`config.mk`:
```
export PLATFORM = sky130hd
export DESIGN_NAME = dmem_access_ctrl
export DESIGN_NICKNAME = d
export VERILOG_FILES = /design/src/rtl/dmem_access_ctrl.sv
export SDC_FILE = /design/constraint.sdc
export NUM_CORES = 1
export LEC_CHECK = 0
export CAP_MARGIN = 0
export CORE_MARGIN = 3
export CORE_UTILIZATION = 43
export CTS_CLUSTER_DIAMETER = 30
export DETAILED_ROUTE_END_ITERATION = 8
export PLACE_DENSITY_LB_ADDON = 0.1
export RECOVER_POWER = 50
export SYNTH_ARGS = -nofsm -noshare
export SYNTH_HDL_FRONTEND = slang
export SYNTH_SLANG_ARGS = --single-unit
```
`constraint.sdc`:
```
create_clock -name clk_i -period 3.3 [get_ports clk_i]
set_input_delay 0.66 -clock clk_i [delete_from_list [all_inputs] [get_ports clk_i]]
set_output_delay 0.66 -clock clk_i [all_outputs]
set_load 0.01 [all_outputs]
```
`src/rtl/dmem_access_ctrl.sv`:
```
// rtl/dmem_access_ctrl.sv - data-memory access sequencer (load format, byte/half RMW); optional DMEM_MISALIGN_TRAP_EN
module dmem_access_ctrl #(
  parameter int ADDR_W = 10
) (
  input  logic              clk_i,
  input  logic              rst_ni,
  input  logic              req_valid_i,
  output logic              req_ready_o,
  input  logic              req_we_i,
  input  logic [2:0]        req_funct3_i,
  input  logic [31:0]       req_addr_i,
  input  logic [31:0]       req_wdata_i,
  output logic              resp_valid_o,
  output logic              resp_err_o,
  output logic [31:0]       resp_rdata_o,
  output logic              ram_en_o,
  output logic [ADDR_W-1:0] ram_raddr_o,
  output logic              ram_we_o,
  output logic [ADDR_W-1:0] ram_waddr_o,
  output logic [31:0]       ram_wdata_o,
  input  logic [31:0]       ram_rdata_i
);

  typedef enum logic [2:0] {IDLE, LD_RD, LD_FMT, ST_RD, ST_WR, RESP} state_e;

  state_e             state_q, state_d;
  logic               we_q, we_d;
  logic [2:0]         funct3_q, funct3_d;
  logic [ADDR_W+1:0]  addr_q, addr_d;
  logic [31:0]        wdata_q, wdata_d;
  logic               resp_err_q, resp_err_d;
  logic [31:0]        resp_rdata_q, resp_rdata_d;
  logic [31:0]        load_fmt;
  logic [31:0]        store_word;
  logic               req_legal;
  logic               req_misalign;
  logic               req_err;

  // Bits above the RAM index are dropped on capture: the address space wraps.
  logic unused_addr_hi;
  assign unused_addr_hi = ^req_addr_i[31:ADDR_W+2];

  // Store funct3 is legal only for SB/SH/SW; loads reject 011/110/111.
  assign req_legal = req_we_i ? (!req_funct3_i[2] && req_funct3_i[1:0] != 2'b11)
                              : (req_funct3_i[1:0] != 2'b11 && !(req_funct3_i[2] && req_funct3_i[1]));

`ifdef DMEM_MISALIGN_TRAP_EN
  assign req_misalign = (req_funct3_i[1:0] == 2'b01 && req_addr_i[0]) ||
                        (req_funct3_i[1:0] == 2'b10 && req_addr_i[1:0] != 2'b00);
`else
  assign req_misalign = 1'b0;
`endif

  assign req_err = !req_legal || req_misalign;

  // State and captured-request registers; reset aborts any access in flight.
  always_ff @(posedge clk_i or negedge rst_ni) begin
    if (!rst_ni) begin
      state_q      <= IDLE;
      we_q         <= 1'b0;
      funct3_q     <= 3'b000;
      addr_q       <= '0;
      wdata_q      <= 32'h0;
      resp_err_q   <= 1'b0;
      resp_rdata_q <= 32'h0;
    end else begin
      state_q      <= state_d;
      we_q         <= we_d;
      funct3_q     <= funct3_d;
      addr_q       <= addr_d;
      wdata_q      <= wdata_d;
      resp_err_q   <= resp_err_d;
      resp_rdata_q <= resp_rdata_d;
    end
  end

  // Lane select and sign/zero extension of the RAM word for loads.
  always_comb begin
    logic [7:0]  lane_b;
    logic [15:0] lane_h;
    lane_b = ram_rdata_i[{addr_q[1:0], 3'b000} +: 8];
    lane_h = addr_q[1] ? ram_rdata_i[31:16] : ram_rdata_i[15:0];
    case (funct3_q)
      3'b000:  load_fmt = {{24{lane_b[7]}}, lane_b};
      3'b100:  load_fmt = {24'h0, lane_b};
      3'b001:  load_fmt = {{16{lane_h[15]}}, lane_h};
      3'b101:  load_fmt = {16'h0, lane_h};
      default: load_fmt = ram_rdata_i;
    endcase
  end

  // Store word: SW writes wdata as is; SB/SH merge into the word just read.
  always_comb begin
    store_word = ram_rdata_i;
    case (funct3_q[1:0])
      2'b00: store_word[{addr_q[1:0], 3'b000} +: 8] = wdata_q[7:0];
      2'b01: begin
        if (addr_q[1]) store_word[31:16] = wdata_q[15:0];
        else           store_word[15:0]  = wdata_q[15:0];
      end
      default: store_word = wdata_q;
    endcase
  end

  // Next-state and state-decoded outputs; RAM strobes never see req_* directly.
  always_comb begin
    state_d      = state_q;
    we_d         = we_q;
    funct3_d     = funct3_q;
    addr_d       = addr_q;
    wdata_d      = wdata_q;
    resp_err_d   = resp_err_q;
    resp_rdata_d = resp_rdata_q;
    req_ready_o  = 1'b0;
    resp_valid_o = 1'b0;
    ram_en_o     = 1'b0;
    ram_we_o     = 1'b0;
    case (state_q)
      IDLE: begin
        req_ready_o = 1'b1;
        if (req_valid_i) begin
          we_d         = req_we_i;
          funct3_d     = req_funct3_i;
          addr_d       = req_addr_i[ADDR_W+1:0];
          wdata_d      = req_wdata_i;
          resp_err_d   = req_err;
          resp_rdata_d = 32'h0;
          if (req_err)                         state_d = RESP;
          else if (!req_we_i)                  state_d = LD_RD;
          else if (req_funct3_i[1:0] == 2'b10) state_d = ST_WR;
          else                                 state_d = ST_RD;
        end
      end
      LD_RD: begin
        ram_en_o = 1'b1;
        state_d  = LD_FMT;
      end
      LD_FMT: begin
        resp_rdata_d = load_fmt;
        state_d      = RESP;
      end
      ST_RD: begin
        ram_en_o = 1'b1;
        state_d  = ST_WR;
      end
      ST_WR: begin
        ram_we_o = 1'b1;
        state_d  = RESP;
      end
      RESP: begin
        resp_valid_o = 1'b1;
        state_d      = IDLE;
      end
      default: state_d = IDLE;
    endcase
  end

  assign resp_err_o   = resp_err_q;
  assign resp_rdata_o = resp_rdata_q;
  assign ram_raddr_o  = addr_q[ADDR_W+1:2];
  assign ram_waddr_o  = addr_q[ADDR_W+1:2];
  assign ram_wdata_o  = store_word;

  // we_q is kept for completeness of the captured request; decode uses state.
  logic unused_we;
  assign unused_we = we_q;

endmodule

```
After elaboration in Yosys (flattened, before gate mapping) --
Index checks and enable logic that the tools add are counted.
Word-level totals: input port bits 103, word-level logic and storage cells 54, memories kept 0, output and inout port bits 89, memory bits (read-only) 0, latch bits 0, register bits 83, RAM bits 0
Cells by class: bitwise operators 0, muxes and demuxes 18, multiply operators 0, reductions and logical operators 14, $lt $le $gt $ge 0, eq/ne operators 12, divide/modulo/power cells 0, add/subtract/negate cells 1, shift operators 3
Operator list (number):
- $pmux 32 s2 | 2
- $pmux 32 s4 | 1
- $mux 16 | 3
- $bwmux 32 | 1
- $mux 32 | 1
- $shift 8x7->32 const A | 1
- $shiftx 32x6->8 | 1
- $shiftx 8x7->32 | 1
- $eq 3x3->1 const B | 4
- $mux 3 | 4
- $pmux 3 s4 | 1
- $neg 5->7 | 1
- $eq 3x1->1 const B | 2
- $eq 3x2->1 const B | 2
- $logic_not 3->1 | 2
- $mux 1 | 5
- $ne 2x2->1 const B | 2
- $reduce_and 2->1 | 2
- $reduce_or 2->1 | 2
- $logic_and 1x1->1 | 3
- $logic_not 1->1 | 3
- $eq 2x1->1 const B | 1
- $eq 2x2->1 const B | 1
- $logic_not 2->1 | 1
- $reduce_bool 2->1 | 1

Longest topological paths before layout --
Gate-level depths: netlist of the first run.
word-level depth 7, depth in mapped cells 8, depth with buffers taken out 6

Worst setup path before layout of the first run --
Ideal clock, no wire load.
path kind flip-flop to output port, start point register addr_q[1], end point output port ram_wdata_o[25], cell stages (with the launch flop) 8, data required time 2.640 ns, arrival 2.063 ns, path slack 0.577 ns, path buffers 2, cell sequence dfrtp_1 -> buf_2 -> buf_2 -> inv_1 -> ha_1 -> nor4_2 -> a221o_1 -> a22o_1
On the way: word-level cells in the longest chain between the ends 4, elaborated cells on any way between the ends 6, classes of those cells 1 x add/sub; 2 x shift; 3 x mux
RTL lines:
- start, declared | line 29 | logic [ADDR_W+1:0] addr_q, addr_d;
- start signal, assigned | line 70 | addr_q <= addr_d;
- $neg 5->7 | line 96 | 2'b00: store_word[{addr_q[1:0], 3'b000} +: 8] = wdata_q[7:0];
- $shiftx 8x7->32 or $shift 8x7->32 (tied branches) | line 96
- $bwmux 32 | line 96
- $pmux 32 s2 * | line 95 | case (funct3_q[1:0])
- end, declared | line 20 | output logic [31:0] ram_wdata_o,
Mark *: on every way between the ends. The rest lies on a longest branch, timed or not.

Worst setup path in the final report of the first run --
start point register funct3_q[1], end point output port ram_wdata_o[8]
On the way: word-level cells in the longest chain between the ends 2, elaborated cells on any way between the ends 3, classes of those cells 1 x eq/ne; 1 x mux; 1 x reduce/logical
RTL lines:
- start, declared | line 28 | logic [2:0] funct3_q, funct3_d;
- start signal, assigned | line 69 | funct3_q <= funct3_d;
- $eq 2x1->1 or $logic_not 2->1 (tied branches) | line 95
- $pmux 32 s2 * | line 95
Marked as above.

==> run_results.csv, run 1 <==
group,metric,value,unit
sta,fin_worst_skew,0.006551,ns
finish,post-route-util,0.6296,
yosys,synth_top_family_by_area,"compound AO/OA/AOI/OAI gates",
outcome,failed_checks,"capacitance limit, slew limit",
yosys,synth-seq-cells,83,
yosys,syn_avg_cell_area,10.75,µm²
yosys,synth_compound_area_frac,0.2283,
yosys,synth_top_flop_cell,"dfrtp_1",
outcome,status,"finished with violations",
finish,stdcell_area,6500,µm²
die,die_area,11900,µm²
pwr,ir_worst_vdd,0.0004475,V
critical_path,cp_max_fo,11,
critical_path,cpPeakStageDelay,0.62,ns
grt,grt-ovfl-total,0,
sta,slew_headroom,-0.3673,
sta,slew_violations,84,
route,vias,4038,
clock_network,tritoncts,"yes",
die,die_x,109.1,µm
route,route.final.wire_length,13670,µm
yosys,synthXorXnorAreaFrac,0,
die,pin_count,192,
critical_path,cp-end-kind,"output port",
yosys,syn_area,4571,µm²
die,start_util,0.4427,
sta,hold_viol_final,0,
sta,max_freq,314.4,MHz
yosys,yosysWarnings,0,
finish,finalNetCount,683,
clock_network,holdBufCountCts,0,
placement,place_area,6295,µm²
die,fp.dieH,109.1,µm
grt,grt_max_degree,84,
critical_path,cp_slowest_cell,"or3b_2",
finish,antenna_cells,0,
pwr,leakage,2.713,nW
placement,place_inst,698,
job,drv_cap,1,
clock_network,clk_pin_slew,0.08,ns
sta,setup_ws,0.1189,ns
sta,period_needed,3.181,ns
yosys,synth_enable_flop_cells,0,
yosys,muxShareOfSynthArea,0.1538,
grt,antenna_found_initial,0,
yosys,yosys.area_share.simple,0.07665,
placement,place_ws,0.3528,ns
finish,syn2layout_area_growth,42.21,%
sta,rsz0062_at_grt,"false",
clock_network,clk_path_buf_depth,2,
route,drtIter0Drc,276,
route,postRouteAntennaNets,0,
route,drcViolationCount,0,
finish,nFillCells,840,
die,rows,37,
route,routed_via_density,5.648,
route,first_pass_iters,5,
sta,finalSetupTns,0,ns
critical_path,path_delay_family,"simple AND/OR/NAND/NOR gates",
finish,fin_cells,715,
finish,drive_gt1_frac,0.1986,
clock_network,cts-htree-levels,3,
finish,multiInputGateArea,2166,µm²
sta,period_share,0.9640,
hold_path,hp-class,"flip-flop to flip-flop",
yosys,synth_nets,533,
placement,hpwlAfterDp,10220,µm
grt,grt_pass1_wl,21050,µm
critical_path,cp.arrival,2.52,ns
critical_path,cp-start-kind,"flip-flop",
yosys,synth_cells,425,
clock_network,clock_tree.root_cell,"clkbuf_8",
clock_network,cts_sinks,83,
critical_path,cp_num_buf_inv,2,
route,wl_per_cell,19.12,µm
placement,io_buffers,171,
finish,regArea,2078,µm²
clock_network,cts_buffers,9,
sta,setup_violations,0,
die,core-area,10320,µm²
grt,grt_usage,0.2312,
placement,gp_congestion,0.9109,
yosys,synth_fa_ha_area_frac,0.01369,
yosys,yosysSeqAreaShare,0.4544,
yosys,ys_types,48,
grt,first_global_vias,3792,
critical_path,path_class,"flip-flop to output port",
critical_path,critical_path_required,2.64,ns
clock_network,clk_latency,0.35,ns
pwr,power_density,998.0,nW/µm²
sta,tightest_slew,2.051,ns
yosys,synthArstFlopShare,1.000,
critical_path,path_cells,"or3b_2 > nor2_1 > buf_4 > a22oi_1 > nand2_1 > clkdlybuf4s50_1",
registers in the layout, summed over array words and instances, names as in the netlist:
signal        count
addr_q           12
funct3_q          3
resp_err_o        1
resp_rdata_o     32
state_q           3
wdata_q          32
path summary, 6_finish.rpt:
path	startpoint	end	slack [ns]	cells after the start
worst min-delay path	resp_rdata_o[4]	resp_rdata_o[4]	0.48	2
max in group asynchronous	rst_ni	funct3_q[0]	1.10	1
worst max-delay path	funct3_q[1]	ram_wdata_o[8]	0.12	6
min in group asynchronous	rst_ni	state_q[2]	0.88	1
worst min register to register	resp_rdata_o[4]	resp_rdata_o[4]	0.48	2
worst max register to register	state_q[1]	addr_q[6]	0.87	4
area by class of cell:
class,count,share of cell area
inverter,11,0.007507
clock inverter,5,0.008470
timing repair buffer,189,0.2853
multi-input combinational,281,0.3332
clock buffer,10,0.01963
sequential,83,0.3197
tap,136,0.02618
worst min-delay path: stages (launching register included):
cell and delay [ns]:
dfrtp_1 0.35, nand2_1 0.05, o21ai_0 0.06
where the power goes:
part           internal, mW  total (mW)  switching, mW  leakage (nW)
registers              1.48        1.90          0.422          1.03
logic                  2.14        3.88           1.74          1.59
clock network         0.343       0.708          0.365        0.0881
total                  3.96        6.49           2.52          2.71
logic make-up (layout without fill, tap and decap cells):
group	Yosys count	in the layout
flip-flops	83	83
adder cells (fa/ha/maj)	5	5
AO/OA/AOI/OAI	137	137
buffers and inverters	61	215
multiplexers	61	61
AND/OR/NAND/NOR	78	78
cells in the final DEF (no fill, tap or decap), types with 2 or more instances in the layout:
cell type,instances
a211oi_1,4
a21boi_0,6
a21oi_1,13
a221o_1,8
a221o_2,16
a221oi_1,2
a222oi_1,2
a22o_1,16
a22oi_1,14
buf_4,17
clkbuf_2,2
clkbuf_8,9
clkdlybuf4s50_1,162
clkinv_2,2
clkinvlp_4,4
dfrtp_1,82
dlygate4sd3_1,2
dlymetal6s2s_1,6
ha_1,5
inv_1,7
inv_2,2
mux2_2,51
mux2i_1,8
nand2_1,42
nand3b_1,2
nor2_1,15
nor2b_1,4
nor3_1,6
o21ai_0,38
o21ai_2,2
o221ai_1,8
o22a_1,2
timing repair:
item / in CTS / in global routing
cloned: 0 / 0
buffers inserted: 1 / 1
endpoints found under the setup margin: 4 / 23
resized for setup: 0 / 12
per-stage QoR:
stage	hold WS, ns	total power, mW
after detailed placement	0.4691	5.786
after global placement	0.4674	5.728
after CTS	0.4874	6.527
after global routing	0.5184	6.936
final	0.4838	6.487
after floorplan	0.3644	4.073
cell usage after synthesis (2+ instances only):
cell,instances,area (µm²)
ha_1,5,62.56
nor2b_1,4,25.02
nand3b_1,2,15.01
a21oi_1,13,65.06
buf_4,20,150.1
buf_6,2,22.52
clkbuf_1,15,56.30
nand2_1,42,157.7
a211oi_1,4,30.03
buf_2,11,55.05
a21boi_0,6,45.04
a22o_1,16,140.1
a22oi_1,14,105.1
o221ai_1,8,70.07
dfrtp_1,83,2077
mux2i_1,8,80.08
nor3_1,6,30.03
a222oi_1,2,20.02
clkinv_1,2,7.510
nor2_1,15,56.30
o22a_1,2,17.52
a221o_1,8,80.08
a221o_2,16,180.2
o21ai_0,38,190.2
a221oi_1,2,17.52
mux2_2,51,574.3
inv_1,9,33.78
metal layers:
| metal | vias to the layer above | share of wire | global-route usage |
|---|---|---|---|
| met5 | - | 0 | 0 |
| met1 | 1975 | 0.45 | 0.3494 |
| met4 | 0 | 0.016 | 0.07484 |
| li1 | 1877 | - | - |
| met2 | 171 | 0.45 | 0.3325 |
| met3 | 15 | 0.074 | 0.04322 |
Power figures use the tool's default switching activity.
==> run 2: changes to the inputs <==
--- a/config.mk
+++ b/config.mk
@@ -12,6 +12,7 @@
 export DETAILED_ROUTE_END_ITERATION = 8
 export PLACE_DENSITY_LB_ADDON = 0.1
 export RECOVER_POWER = 50
+export SLEW_MARGIN = 5
 export SYNTH_ARGS = -nofsm -noshare
 export SYNTH_HDL_FRONTEND = slang
 export SYNTH_SLANG_ARGS = --single-unit
==> results of run 2 <==
Final layout, timing and power as in run 1 (identical DEF).
